==> src/rtl/id_ex.sv <==
// Decode-to-execute pipeline register with EX-result bypass, stall/flush control
// and saturating stall/flush event counters for debug visibility.
module id_ex #(
    parameter logic [31:0] NOP_INS    = 32'h0000_0013,
    parameter logic [31:0] RESET_ADDR = 32'h0000_0000,
    parameter int unsigned CNT_W      = 16
) (
    input  logic             clk,
    input  logic             rst,
    input  logic [31:0]      ins_i,
    input  logic [31:0]      ins_addr_i,
    input  logic             ins_valid_i,
    input  logic [4:0]       rs1_addr_i,
    input  logic [4:0]       rs2_addr_i,
    input  logic [31:0]      rs1_data_i,
    input  logic [31:0]      rs2_data_i,
    input  logic [4:0]       ex_rd_addr_i,
    input  logic [31:0]      ex_rd_data_i,
    input  logic             ex_rd_wr_en_i,
    input  logic             hold_i,
    input  logic             flush_i,
    output logic [31:0]      ins_o,
    output logic [31:0]      ins_addr_o,
    output logic [31:0]      rs1_data_o,
    output logic [31:0]      rs2_data_o,
    output logic             valid_o,
    output logic [CNT_W-1:0] stall_cnt_o,
    output logic [CNT_W-1:0] flush_cnt_o
);

    logic [31:0]      r_ins;
    logic [31:0]      r_ins_addr;
    logic [31:0]      r_rs1_data;
    logic [31:0]      r_rs2_data;
    logic             r_valid;
    logic [CNT_W-1:0] r_stall_cnt;
    logic [CNT_W-1:0] r_flush_cnt;

    logic [31:0]      w_ins_d;
    logic [31:0]      w_ins_addr_d;
    logic [31:0]      w_rs1_data_d;
    logic [31:0]      w_rs2_data_d;
    logic             w_valid_d;
    logic [CNT_W-1:0] w_stall_cnt_d;
    logic [CNT_W-1:0] w_flush_cnt_d;

    logic             w_ex_wr;
    logic             w_ld_rs1_hit;
    logic             w_ld_rs2_hit;
    logic             w_hd_rs1_hit;
    logic             w_hd_rs2_hit;
    logic             w_stall;

    // x0 is hard-wired to zero, so a write to it must never be forwarded.
    assign w_ex_wr      = ex_rd_wr_en_i && (ex_rd_addr_i != 5'd0);
    assign w_ld_rs1_hit = w_ex_wr && (ex_rd_addr_i == rs1_addr_i);
    assign w_ld_rs2_hit = w_ex_wr && (ex_rd_addr_i == rs2_addr_i);
    // While stalled, match against the source fields of the instruction already held.
    assign w_hd_rs1_hit = w_ex_wr && (ex_rd_addr_i == r_ins[19:15]);
    assign w_hd_rs2_hit = w_ex_wr && (ex_rd_addr_i == r_ins[24:20]);
    assign w_stall      = hold_i && !flush_i;

    always_comb begin
        w_ins_d      = r_ins;
        w_ins_addr_d = r_ins_addr;
        w_rs1_data_d = r_rs1_data;
        w_rs2_data_d = r_rs2_data;
        w_valid_d    = r_valid;
        if (flush_i) begin
            w_ins_d      = NOP_INS;
            w_ins_addr_d = RESET_ADDR;
            w_rs1_data_d = 32'd0;
            w_rs2_data_d = 32'd0;
            w_valid_d    = 1'b0;
        end else if (hold_i) begin
            if (w_hd_rs1_hit) begin
                w_rs1_data_d = ex_rd_data_i;
            end
            if (w_hd_rs2_hit) begin
                w_rs2_data_d = ex_rd_data_i;
            end
        end else begin
            w_ins_d      = ins_valid_i ? ins_i : NOP_INS;
            w_ins_addr_d = ins_addr_i;
            w_valid_d    = ins_valid_i;
            if (ins_valid_i) begin
                w_rs1_data_d = w_ld_rs1_hit ? ex_rd_data_i : rs1_data_i;
                w_rs2_data_d = w_ld_rs2_hit ? ex_rd_data_i : rs2_data_i;
            end else begin
                w_rs1_data_d = 32'd0;
                w_rs2_data_d = 32'd0;
            end
        end
    end

    always_comb begin
        w_stall_cnt_d = r_stall_cnt;
        w_flush_cnt_d = r_flush_cnt;
        if (w_stall && (r_stall_cnt != {CNT_W{1'b1}})) begin
            w_stall_cnt_d = r_stall_cnt + CNT_W'(1);
        end
        if (flush_i && (r_flush_cnt != {CNT_W{1'b1}})) begin
            w_flush_cnt_d = r_flush_cnt + CNT_W'(1);
        end
    end

    always_ff @(posedge clk) begin
        if (rst) begin
            r_ins       <= NOP_INS;
            r_ins_addr  <= RESET_ADDR;
            r_rs1_data  <= 32'd0;
            r_rs2_data  <= 32'd0;
            r_valid     <= 1'b0;
            r_stall_cnt <= '0;
            r_flush_cnt <= '0;
        end else begin
            r_ins       <= w_ins_d;
            r_ins_addr  <= w_ins_addr_d;
            r_rs1_data  <= w_rs1_data_d;
            r_rs2_data  <= w_rs2_data_d;
            r_valid     <= w_valid_d;
            r_stall_cnt <= w_stall_cnt_d;
            r_flush_cnt <= w_flush_cnt_d;
        end
    end

    assign ins_o       = r_ins;
    assign ins_addr_o  = r_ins_addr;
    assign rs1_data_o  = r_rs1_data;
    assign rs2_data_o  = r_rs2_data;
    assign valid_o     = r_valid;
    assign stall_cnt_o = r_stall_cnt;
    assign flush_cnt_o = r_flush_cnt;

endmodule

==> config.mk <==
export PLATFORM = sky130hd
export DESIGN_NAME = id_ex
export DESIGN_NICKNAME = d
export VERILOG_FILES = /design/src/rtl/id_ex.sv
export SDC_FILE = /design/constraint.sdc
export NUM_CORES = 1
export LEC_CHECK = 0
export CORE_MARGIN = 4
export CORE_UTILIZATION = 41
export DETAILED_ROUTE_END_ITERATION = 12
export PLACE_DENSITY = 0.88
export SYNTH_ARGS = -nofsm -noshare
export SYNTH_HDL_FRONTEND = slang
export SYNTH_SLANG_ARGS = --single-unit
==> constraint.sdc <==
create_clock -name clk -period 2.3 [get_ports clk]
set_input_delay 0.345 -clock clk [delete_from_list [all_inputs] [get_ports clk]]
set_output_delay 0.345 -clock clk [all_outputs]
set_load 0.02 [all_outputs]
==> impl_metrics.py, run 1 <==
metrics = {
    "critical_path": {
        "max_stage_delay_ps": 550,
        "critPathLaunchType": "input pin",
        "cp_data_arrival_time_ps": 2480,
        "crit_required_ps": 2590,
        "timing.rr.end": "stall_cnt_o[1]",
        "crit_path_top_delay_cell": "or4_4",
        "r2r_start": "stall_cnt_o[0]",
        "worstPathMaxFanout": 15,
        "ff2ff_path_depth": 6,
        "critPathCaptureType": "flip-flop",
        "critPathTopFamily": "compound AO/OA/AOI/OAI gates",
        "path_buf_inv": 2,
        "path_cells": "clkdlybuf4s50_1, or4_4, o21a_4, a41o_4, buf_12, a221oi_2, nor2_1",
        "reg2reg_slack_ps": 270,
        "critPathKind": "in2reg",
    },
    "logic_synthesis": {
        "synth_top_area_share_pct": 47.0,
        "synth.area.top_cells": "dfxtp_1 (47%), nor2_1 (9.1%), a221oi_2 (6.6%), o21ai_0 (5.1%), mux2i_1 (5.0%)",
        "synth_edf_count": 0,
        "synthCells": 725,
        "async_flop_share_pct": 0,
        "syn_area_per_cell_um2": 9.47,
        "ys_seq_elements": 161,
        "yosysWarningCount": 0,
        "synthFlopType": "dfxtp_1",
        "synth.distinct_cells": 48,
        "ys_seq_area_share_pct": 47.0,
        "syn-num-nets": 908,
        "syn_area_mm2": 0.00686,
        "yosys.area.top_type": "dfxtp_1",
    },
    "global_routing": {
        "grt_max_degree": 68,
        "groute.usage.overall_pct": 25.4,
        "grt_pass1_vias": 6986,
        "grt_pass1_wl_um": 37300,
        "grt_remaining_overflow": 0,
        "grt_antenna_before_repair": 3,
    },
    "detailed_routing": {
        "routed_via_density": 5.39,
        "drt_iter0_drc": 355,
        "dr_total_vias": 7052,
        "antenna_left": 0,
        "firstDrtPassIters": 5,
        "wl_per_cell_um": 19.1,
        "routed_wl_um": 25000,
        "drc": 0,
    },
    "power": {
        "leakage_nw": 4.21,
        "ir_drop_uv": 463,
        "power-per-cell-area_mw_per_mm2": 593,
    },
    "timing": {
        "hold_viol": 0,
        "period_needed_ps": 2180,
        "rsz0062_at_grt": "no",
        "maxSlewHeadroom_pct": 56.2,
        "setup_viol": 0,
        "fmaxAchievable_ghz": 0.458,
        "finalWorstSetupSlack_ps": 119,
        "fin_crit_sh_pct": 94.8,
        "drv_slew": 0,
        "clock-skew-final_ps": 10.9,
        "tightest_slew_ps": 657,
    },
    "cts": {
        "cts_setup_buffers": 0,
        "cts_made_buffers": 17,
        "cts_htree_levels": 4,
        "clock_latency_ps": 420,
        "cts_buffer_depth": 2,
        "cts_sinks": 161,
        "holdBufCountCts": 0,
        "cts_root_buffer": "clkbuf_16",
        "clk_pin_slew_ps": 60,
        "cts_tree": "yes",
    },
    "place": {
        "place_congestion": 0.855,
        "dp_hpwl_um": 18600,
        "place_ws_ps": -384,
        "port_buffers": 341,
        "placed_cell_area_mm2": 0.0108,
        "place_inst": 1274,
    },
    "final_layout": {
        "syn_to_final_growth_pct": 65.0,
        "fill_cells": 1239,
        "finish.instance_area_mm2": 0.0113,
        "drive_gt1_share_pct": 11.2,
        "nNetsFinal": 1256,
        "stdcell_count": 1309,
    },
    "outcome": {
        "status": "complete, no violations",
    },
    "floorplan": {
        "rows": 47,
        "ios": 342,
        "die_height_um": 137,
        "coreArea_mm2": 0.0165,
        "die_w_um": 137,
        "start_util_pct": 41.7,
        "die_area_mm2": 0.0189,
    },
    "worst_hold_path": {
        "holdPathEnd": "valid_o",
        "whs_path_depth": 3,
        "min_from": "hold_i",
        "min_path_type": "in2reg",
    },
    "flow_run": {
        "drv_cap": 0,
    },
}
-- worst register-to-register path, stage by stage (launching register included) --
cell	delay, ps
dfxtp_1	400
ha_1	220
inv_1	50
or4_1	630
o21ai_0	350
mux2i_1	220
nor2_1	50
-- where the power goes --
group | internal [W] | leakage [nW] | switching [W]
clock network | 0.00140 | 0.255 | 0.00121
logic | 0.000641 | 2.65 | 0.000541
registers | 0.00287 | 1.31 | 0.0000510
-- per-stage QoR --
| stage | TNS (ps) | hold WS (ps) | utilization [%] | power (W) |
|---|---|---|---|---|
| final | 0 | 264 | 68.8 | 0.00672 |
| after global routing | 0 | 258 | 68.8 | 0.00697 |
| after CTS | 0 | 239 | 68.7 | 0.00677 |
| after detailed placement | -18420 | 464 | 65.4 | 0.00416 |
| after global placement | -15510 | 456 | 65.4 | 0.00414 |
| after floorplan | 0 | 484 | - | 0.00348 |
-- Yosys cell counts, drive strengths merged (3+ instances only) --
cell	count
buf	27
dfxtp	161
inv	5
nor2	167
o211ai	4
o21ai	70
a22oi	29
xnor2	14
and4	5
xor2	32
o22ai	3
and3	4
clkbuf	32
nand3	8
mux2i	34
a221oi	64
nand4	9
nand2	15
a21oi	5
nor3	6
-- registers in the layout (all words and copies together), names as in the netlist --
name	count
ins_addr_o	32
ins_o	32
rs1_data_o	32
rs2_data_o	32
flush_cnt_o	16
stall_cnt_o	16
valid_o	1
-- final cells by class --
| class | instances | area, µm² | share of cell area [%] |
|---|---|---|---|
| Antenna cell | 3 | 7.51 | 0.0663 |
| Clock buffer | 19 | 433 | 3.82 |
| Clock inverter | 13 | 103 | 0.906 |
| Inverter | 5 | 18.8 | 0.166 |
| Multi-Input combinational cell | 500 | 3360 | 29.7 |
| Sequential cell | 161 | 3220 | 28.5 |
| Tap cell | 220 | 275 | 2.43 |
| Timing Repair Buffer | 388 | 3900 | 34.5 |
-- worst max path at each step --
stage | end | slack, ps | start | depth (start not counted)
after floorplan | rs1_data_o[10] | 200 | ex_rd_addr_i[2] | 7
final | rs1_data_o[9] | 120 | ex_rd_addr_i[1] | 7
after CTS | rs1_data_o[9] | 70 | ex_rd_addr_i[2] | 7
after global placement | rs1_data_o[11] | -290 | ex_rd_addr_i[2] | 7
after detailed placement | rs1_data_o[30] | -380 | ex_rd_addr_i[2] | 7
after global routing | rs1_data_o[9] | 60 | ex_rd_addr_i[1] | 7
-- cells by family (layout without fill, tap and decap cells) --
group	count (synthesis)	in the layout	share of synthesized area (%)
xor gates and xnor gates	46	46	5.87
muxes	34	34	4.96
and+or+nand+nor	227	227	14.2
adders and majority gates	2	2	0.365
AOI/OAI and AO/OA	191	191	22.8
DFF	161	161	47.0
other	0	3	0
buffers and inverters	64	425	4.78
-- per-layer routing --
layer / global-route usage [%] / vias up / wire (µm)
met5: 0 / - / 0
met4: 13.2 / 0 / 1160
met3: 8.51 / 68 / 2310
met2: 42.8 / 356 / 12100
met1: 28.3 / 3302 / 9400
li1: - / 3326 / -
-- timing repair --
action,4_1_cts,5_1_grt
hold endpoints to repair,0,0
resized for setup,0,2
setup endpoints to repair,0,2
-- layout by cell type (no fill, tap or decap), types with 15 or more instances in the layout --
cell / count
buf_4: 37
a221oi_1: 33
xor2_1: 32
a22oi_1: 29
dfxtp_1: 161
clkdlybuf4s50_1: 339
nor2_1: 166
mux2i_1: 34
nand2_1: 15
a221oi_2: 31
clkbuf_16: 17
o21ai_0: 70
(Power assumes the default switching activity.)
==> inputs of run 2 (changes only) <==
SKIP_LAST_GASP = 1   (was not set)
==> results of run 2 <==
Same layout as run 1: the final DEF is identical, and so are final timing and power.
